**src/rtl/dds_pkg.sv**
```systemverilog
// dds_pkg: shared state enum, default widths and example frequency words for the DDS sweep slice
package dds_pkg;
  typedef enum logic [1:0] {IDLE, DWELL, DONE} state_t;
  localparam int FW_DEF = 32;
  localparam int PW_DEF = 8;
  localparam int DW_DEF = 24;
  localparam logic [31:0] F_2M = 32'd107374182;
  localparam logic [31:0] F_40M = 32'h8000_0000;
endpackage

```
**src/rtl/dds_dwell_timer.sv**
```systemverilog
// dds_dwell_timer: reloadable down-counter that flags expiry when it reaches zero
module dds_dwell_timer import dds_pkg::*; #(
  parameter int DW = DW_DEF
) (
  input  logic          clk,
  input  logic          rstn,
  input  logic          reload,
  input  logic [DW-1:0] load_val,
  output logic          expired
);
  logic [DW-1:0] cnt;
  always_ff @(posedge clk or negedge rstn)
    if (!rstn) cnt <= '0;
    else if (reload) cnt <= load_val;
    else if (cnt != '0) cnt <= cnt - DW'(1);
  assign expired = cnt == '0;
endmodule

```
**src/rtl/dds_sweep_ctrl.sv**
```systemverilog
// dds_sweep_ctrl: linear frequency sweep of the DDS frequency word with dwell, single/continuous modes
module dds_sweep_ctrl import dds_pkg::*; #(
  parameter int FW = FW_DEF,
  parameter int PW = PW_DEF,
  parameter int DW = DW_DEF
) (
  input  logic          clk,
  input  logic          rstn,
  input  logic          start,
  input  logic          abort,
  input  logic [FW-1:0] cfg_f_start,
  input  logic [FW-1:0] cfg_f_stop,
  input  logic [FW-1:0] cfg_f_step,
  input  logic [DW-1:0] cfg_dwell,
  input  logic [PW-1:0] cfg_pword,
  input  logic          cfg_cont,
  output logic [FW-1:0] fword,
  output logic [PW-1:0] pword,
  output logic          busy,
  output logic          step_stb,
  output logic          done
);
  state_t state;
  logic [FW-1:0] sh_start, sh_stop, sh_step;
  logic [DW-1:0] sh_dwell, load_val;
  logic sh_cont, go, adv, expired, reload;
  logic [FW:0] nxt;
  // D-1 with dwell 0 treated as 1; the carry bit of nxt blocks any modulo wrap
  always_comb begin
    nxt = {1'b0, fword} + {1'b0, sh_step};
    adv = sh_step != '0 && !nxt[FW] && nxt[FW-1:0] <= sh_stop;
    go = state == IDLE && start && !abort;
    load_val = go ? cfg_dwell - DW'(cfg_dwell != '0) : sh_dwell - DW'(sh_dwell != '0);
    reload = go || (state == DWELL && !abort && expired && (adv || sh_cont));
  end
  dds_dwell_timer #(.DW(DW)) u_timer (
    .clk(clk),
    .rstn(rstn),
    .reload(reload),
    .load_val(load_val),
    .expired(expired)
  );
  always_ff @(posedge clk or negedge rstn)
    if (!rstn) begin
      state <= IDLE;
      fword <= '0;
      pword <= '0;
      busy <= 1'b0;
      step_stb <= 1'b0;
      done <= 1'b0;
      sh_start <= '0;
      sh_stop <= '0;
      sh_step <= '0;
      sh_dwell <= '0;
      sh_cont <= 1'b0;
    end else begin
      step_stb <= reload;
      done <= 1'b0;
      if (abort) begin
        state <= IDLE;
        busy <= 1'b0;
      end else case (state)
        IDLE: if (start) begin
          sh_start <= cfg_f_start;
          sh_stop <= cfg_f_stop;
          sh_step <= cfg_f_step;
          sh_dwell <= cfg_dwell;
          sh_cont <= cfg_cont;
          fword <= cfg_f_start;
          pword <= cfg_pword;
          busy <= 1'b1;
          state <= DWELL;
        end
        DWELL: if (expired) begin
          if (adv) fword <= nxt[FW-1:0];
          else if (sh_cont) fword <= sh_start;
          else begin
            state <= DONE;
            busy <= 1'b0;
            done <= 1'b1;
          end
        end
        default: state <= IDLE;
      endcase
    end
endmodule

```
**config.mk**
```make
export PLATFORM = sky130hd
export DESIGN_NAME = dds_sweep_ctrl
export DESIGN_NICKNAME = d
export VERILOG_FILES = /design/src/rtl/dds_pkg.sv /design/src/rtl/dds_dwell_timer.sv /design/src/rtl/dds_sweep_ctrl.sv
export SDC_FILE = /design/constraint.sdc
export NUM_CORES = 1
export LEC_CHECK = 0
export BUFFER_PORTS_ARGS = -buffer_cell sky130_fd_sc_hd__buf_2
export CORE_ASPECT_RATIO = 0.8
export CORE_MARGIN = 3
export CORE_UTILIZATION = 53
export DETAILED_ROUTE_END_ITERATION = 10
export HOLD_SLACK_MARGIN = 0.12
export PLACE_DENSITY = 0.89
export SETUP_SLACK_MARGIN = 0.5
export SLEW_MARGIN = 20
export SYNTH_ARGS = -nofsm -noshare
export SYNTH_HDL_FRONTEND = slang
export SYNTH_SLANG_ARGS = --single-unit
```
**constraint.sdc**
```tcl
create_clock -name clk -period 4.3 [get_ports clk]
set_input_delay 0.86 -clock clk [delete_from_list [all_inputs] [get_ports clk]]
set_output_delay 0.86 -clock clk [all_outputs]
set_load 0.01 [all_outputs]
```
* Word-level counts from Yosys, hierarchy flattened
Cells that the tools add are included.
** Word-level totals
- Register bits :: 190
** Operators by class
- Order comparisons :: 1
- Muxes and demuxes :: 25
- Reduce and logical (&&, ||, !) cells :: 24
- Bitwise logic cells :: 1
- Equality and inequality tests :: 8
- Add/subtract/negate cells :: 4
** Operators with widths (number)
- 2-to-1 mux 32 bit :: 4
- 2-to-1 mux 24 bit :: 3
- nonzero test 24 bit :: 3
- one-hot mux 32 bit (2 select lines) :: 1
- subtractor 24 x 1 -> 24 bit :: 2
- adder 32 x 32 -> 33 bit :: 1
- less-or-equal comparator 32 bit :: 1
- nonzero test 32 bit :: 1
- zero test 24 bit :: 1
- subtractor 24 x 1 -> 24 bit (second input constant) :: 1
- != test 3 bit (second input constant) :: 5
- 2-to-1 mux 1 bit :: 10
- 2-to-1 mux 2 bit :: 5
- AND reduction 5 bit :: 2
- logical AND 1 bit :: 7
- != test 2 bit (second input constant) :: 2
- one-hot mux 2 bit (2 select lines) :: 1
- AND reduction 4 bit :: 1
- nonzero test 2 bit :: 2
- AND reduction 3 bit :: 1
- nonzero test 3 bit :: 1
- == test 2 x 1 -> 1 bit (second input constant) :: 1
- zero test 1 bit :: 2
- zero test 2 bit :: 1
- 3 further kinds :: 4

* Depth between registers and ports, before layout
- Depth in word-level cells :: 8
- Depth in mapped cells :: 20

* Modules after synthesis
A second synthesis with hierarchy kept.
** Second synthesis, totals
- Cells, all modules :: 1450
- Area, all modules :: 11997.8 µm²
** By module, submodules not included
- dds_sweep_ctrl :: cells an instance 1286, area an instance 10491.3 µm², times used 1
- dds_dwell_timer :: cells an instance 164, area an instance 1506.4 µm², times used 1

* Worst setup path after synthesis
Ideal clock, no wire load.
- Kind :: register to register
- From :: reg fword[12]
- To :: reg fword[10]
- Period minus slack after synthesis :: 4.768 ns
- Arrival :: 4.641 ns
- Stages on the path, launching flop included :: 19
- Path buffers :: 3
- Required time :: 4.173 ns
- Path slack :: -0.468 ns
- Cell sequence :: dfrtp_1 > ha_1 > clkbuf_1 > a211oi_1 > nor2_1 > or4_1 > o21ai_1 > o21a_1 > o311ai_0 > ha_1 > nand4_1 > nor4_1 > nand3_1 > a2111oi_2 > and2_1 > buf_2 > buf_2 > mux2i_1 > o211ai_2
** On the way
- Cells in the longest elaborated chain, start to end :: 7
- Elaborated cells between the ends (all ways) :: 10
- Those cells by class :: 1 x add/sub; 1 x order compare; 1 x eq/ne; 3 x mux; 4 x reduce/logical
** RTL lines
- start, declared :: RTL line dds_sweep_ctrl.sv:17 : output logic [FW-1:0] fword,
- start signal, assigned :: RTL line dds_sweep_ctrl.sv:69 : fword <= cfg_f_start;
- start signal, assigned :: RTL line dds_sweep_ctrl.sv:75 : if (adv) fword <= nxt[FW-1:0];
- start signal, assigned :: RTL line dds_sweep_ctrl.sv:76 : else if (sh_cont) fword <= sh_start;
- adder 32 x 32 -> 33 bit (*) :: RTL line dds_sweep_ctrl.sv:30 : nxt = {1'b0, fword} + {1'b0, sh_step};
- branches (longest 2 deep; another with less-or-equal comparator 32 bit)
- logical AND 1 bit (*) :: RTL line dds_sweep_ctrl.sv:31 : adv = sh_step != '0 && !nxt[FW] && nxt[FW-1:0] <= sh_stop;
- 2-to-1 mux 32 bit :: RTL line dds_sweep_ctrl.sv:75
- 2-to-1 mux 32 bit :: RTL line dds_sweep_ctrl.sv:74 : DWELL: if (expired) begin
- one-hot mux 32 bit (2 select lines) :: RTL line dds_sweep_ctrl.sv:62 : end else case (state)
Mark *: on every way between the ends. The select of a mux whose other input is x is not followed.
A chain may end at the register's enable or synchronous reset.

* Worst setup path after layout
- From :: reg sh_step[0]
- To :: reg fword[16]
** On the way
- Cells in the longest elaborated chain, start to end :: 7
- Elaborated cells between the ends (all ways) :: 11
- Those cells by class :: 1 x add/sub; 1 x order compare; 1 x eq/ne; 3 x mux; 5 x reduce/logical
** RTL lines
- start, declared :: RTL line dds_sweep_ctrl.sv:24 : logic [FW-1:0] sh_start, sh_stop, sh_step;
- start signal, assigned :: RTL line dds_sweep_ctrl.sv:66 : sh_step <= cfg_f_step;
- branches (longest 7 deep; another with adder 32 x 32 -> 33 bit)
Parallel ways; which one is timed is not known. The select of a mux whose other input is x is not followed.

==> flow_metrics.py <==
metrics = {
    "floorplan": {
        "die_w_um": 174.1,
        "rows": 48,
        "start_util_pct": 54.67,
        "io_pins": 176,
        "core_area_mm2": 0.02192,
        "die_h_um": 140.5,
        "dieArea_mm2": 0.02446,
    },
    "sta": {
        "final-hold-violation-count": 0,
        "skew_ns": 0.01632,
        "rsz0062_at_grt": "true",
        "max_freq_mhz": 204.4,
        "setup_slack_ns": -0.5930,
        "fin_crit_ns": 4.893,
        "setup_viol": 61,
        "fin_hold_ws_ns": 0.4749,
        "slew_headroom_pct": 39.00,
        "finalMaxSlewViolations": 0,
        "worstMarginPinSlew_ns": 0.9150,
        "finalCritPeriodShare_pct": 113.8,
    },
    "pwr": {
        "leakage_nw": 8.005,
        "p_sw_w": 0.005007,
        "peakVddDrop_uv": 423.5,
        "p_comb_share_pct": 63.3,
        "p_sw_share_pct": 43.00,
        "pwr-share-clk_pct": 14.1,
        "p_total_w": 0.01165,
        "seqPwrFrac_pct": 22.6,
        "internal-power_w": 0.006638,
        "p_per_area_mw_per_mm2": 711.0,
    },
    "drt": {
        "first_pass_iters": 6,
        "num_vias": 13160,
        "wirelength_um": 44540,
        "wl_per_cell_um": 21.15,
        "drt_iter0_markers": 1718,
        "via_per_inst": 6.251,
        "drtAntennaViolNets": 0,
        "drc": 0,
    },
    "critical_path": {
        "worst_setup_path_start_kind": "flop",
        "crit_top_cell": "buf_4",
        "required_ns": 4.62,
        "reg2regPathDepth": 22,
        "crit_fanout": 11,
        "end_kind": "flop",
        "reg2reg_from": "sh_step[0]$_DFFE_PN0P_",
        "arrival_ns": 5.21,
        "crit_chain": "ha_2 -> inv_1 -> fa_2 -> nand2b_4 -> a21oi_2 -> buf_4 -> nor2b_2 -> o22ai_1 -> a21boi_0 -> xnor2_1 -> ha_1 -> nand4_1 -> nor2_1 -> a221oi_2 -> buf_4 -> a31oi_4 -> a2111oi_4 -> buf_4 -> and2_4 -> buf_12 -> mux2i_1 -> o211ai_2",
        "crit_type": "flop to flop",
        "startpoint": "sh_step[0]$_DFFE_PN0P_",
        "cp_slowest_cell": "dfrtp_1",
        "crit_path_max_incr_delay_ns": 0.37,
    },
    "final_layout": {
        "area_growth_pct": 36.68,
        "nets": 1994,
        "drive_gt1_share_pct": 33.04,
        "fin_area_mm2": 0.01638,
        "final_common_cell": "nand2_1",
        "final_cell_mix": "393 x nand2_1, 197 x buf_4, 188 x dfrtp_1",
        "stdcell_count": 2106,
    },
    "placed_design": {
        "hpwl_um": 28200,
        "dp.cells": 2019,
        "dp_slack_ns": -0.5122,
        "postPlaceCellArea_mm2": 0.01451,
        "gp_congestion": 0.9753,
        "numPortBuffers": 175,
    },
    "logic_synthesis": {
        "synthArstFlopShare_pct": 100.0,
        "synth_nets": 1635,
        "ys_warn_count": 0,
        "synth_edf_count": 0,
        "ys.flop_type": "dfrtp_1",
        "yosysTopAreaCellShare_pct": 39.67,
        "synthCells": 1432,
        "syn-cell-area_mm2": 0.01198,
        "synthDistinctLibCells": 71,
        "synth-seq-cells": 190,
        "synth_area_leader_cell": "dfrtp_1",
        "yosys-top-cells-area": "dfrtp_1 40%, nand2_1 13%, ha_1 7.2%",
        "synth.avg_cell_area_um2": 8.369,
        "yosysSeqAreaShare_pct": 39.67,
    },
    "cts": {
        "clock-sinks": 190,
        "ctsHoldBuffers": 0,
        "cts_tree": "built",
        "h-tree-depth": 4,
        "clock_latency_ns": 0.45,
        "cts_buffer_depth": 2,
        "cts_root_buf": "clkbuf_16",
        "numCtsBuffers": 17,
        "clk_pin_slew_ns": 0.07,
    },
    "flow_run": {
        "maxCapViolations": 0,
    },
    "worst_hold_path": {
        "holdPathStages": 2,
        "hold_path.class": "flop to flop",
        "hold_start": "pword[5]$_DFFE_PN0P_",
    },
    "outcome": {
        "violations": "setup timing",
        "status": "finished, violations left",
    },
    "grt": {
        "antenna_found_initial": 1,
        "grt_pass1_vias": 12460,
        "grt_usage_pct": 33.26,
        "grt_max_degree": 97,
        "grt_pass1_wl_um": 65070,
        "overflow": 0,
    },
}
==> Yosys cell counts, types with 19 or more instances <==
cell type / n
xor2_1: 38
o21ai_0: 81
nand3_1: 33
o211ai_2: 19
inv_1: 59
nand4_1: 22
clkbuf_1: 48
mux2i_1: 31
xnor2_1: 48
dfrtp_1: 190
ha_1: 69
nor4_1: 19
nand2_1: 402
nor2_1: 67
nor3_1: 32
a21oi_1: 68
==> area by class of cell <==
type                    count  area [µm²]
flip-flops and latches    190        4757
repair buffers            409        2974
diodes                      2       5.005
multi-input cells        1114        7465
clock buffers              20       446.7
clock inverters            12       132.6
well taps                 300       375.4
inverters                  59       224.0
fillers                  1346        5542
==> critical path, delay by kind of cell (launching register included) <==
| kind | cells | cell delay [ns] |
|---|---|---|
| xor+xnor | 1 | 0.35 |
| flops | 1 | 0.37 |
| mux | 1 | 0.27 |
| compound gates | 7 | 1.38 |
| fa+ha+maj | 3 | 0.86 |
| simple gates | 5 | 0.74 |
| buf+inv | 5 | 0.76 |
==> power groups by stage <==
stage	Sequential [W]	Clock, W	Combinational [W]
2_1_floorplan	0.00257	0	0.00338
3_3_place_gp	0.00257	0	0.00546
3_5_place_dp	0.00259	0	0.00565
4_1_cts	0.00259	0.00163	0.00624
5_1_grt	0.00267	0.00171	0.00778
6_report	0.00263	0.00164	0.00737
==> sequential cells by signal, indices dropped and copies added, names as in the netlist <==
signal	count
u_timer.cnt	24
sh_step	32
busy	1
sh_dwell	24
step_stb	1
sh_cont	1
fword	32
done	1
sh_stop	32
pword	8
state	2
sh_start	32
==> path summary, 6_finish.rpt <==
check / endpoint / slack (ns)
min in group asynchronous: sh_dwell[18]$_DFFE_PN0P_ / 0.51
min reg2reg: pword[5]$_DFFE_PN0P_ / 0.47
max reg2reg: fword[16]$_DFFE_PN0P_ / -0.59
min: pword[5]$_DFFE_PN0P_ / 0.47
max: fword[16]$_DFFE_PN0P_ / -0.59
max in group asynchronous: sh_step[21]$_DFFE_PN0P_ / 2.76
==> through the flow <==
| step | TNS (ns) | util, % |
|---|---|---|
| after CTS | -11.28 | 72.26 |
| after detailed placement | -22.83 | 66.21 |
| after floorplan | 0 | - |
| final | -29.59 | 74.72 |
| after global placement | -16.87 | 66.21 |
| after global routing | -42.24 | 74.71 |
==> per-layer routing <==
layer,vias to the layer above,track usage [%],wire [µm]
li1,5658,-,-
met4,0,13.11,2503
met3,256,8.293,5399
met5,-,0,0
met1,6188,46.05,17210
met2,1062,50.48,19430
==> kinds of logic after synthesis <==
family,Yosys count,synth area share [%]
compound gates,275,15.07
xor+xnor,86,6.285
fa+ha+maj,70,7.371
buf+inv,128,4.395
flops,190,39.67
mux,31,2.589
simple gates,652,24.62
==> timing repair <==
| action | 4_1_cts | 5_1_grt |
|---|---|---|
| setup buffers | 25 | 22 |
| cloned | 4 | 2 |
| resized for setup | 95 | 67 |
| setup endpoints to repair | 61 | 61 |
| pin swaps | 33 | 60 |
Power figures use the tool's default switching activity.
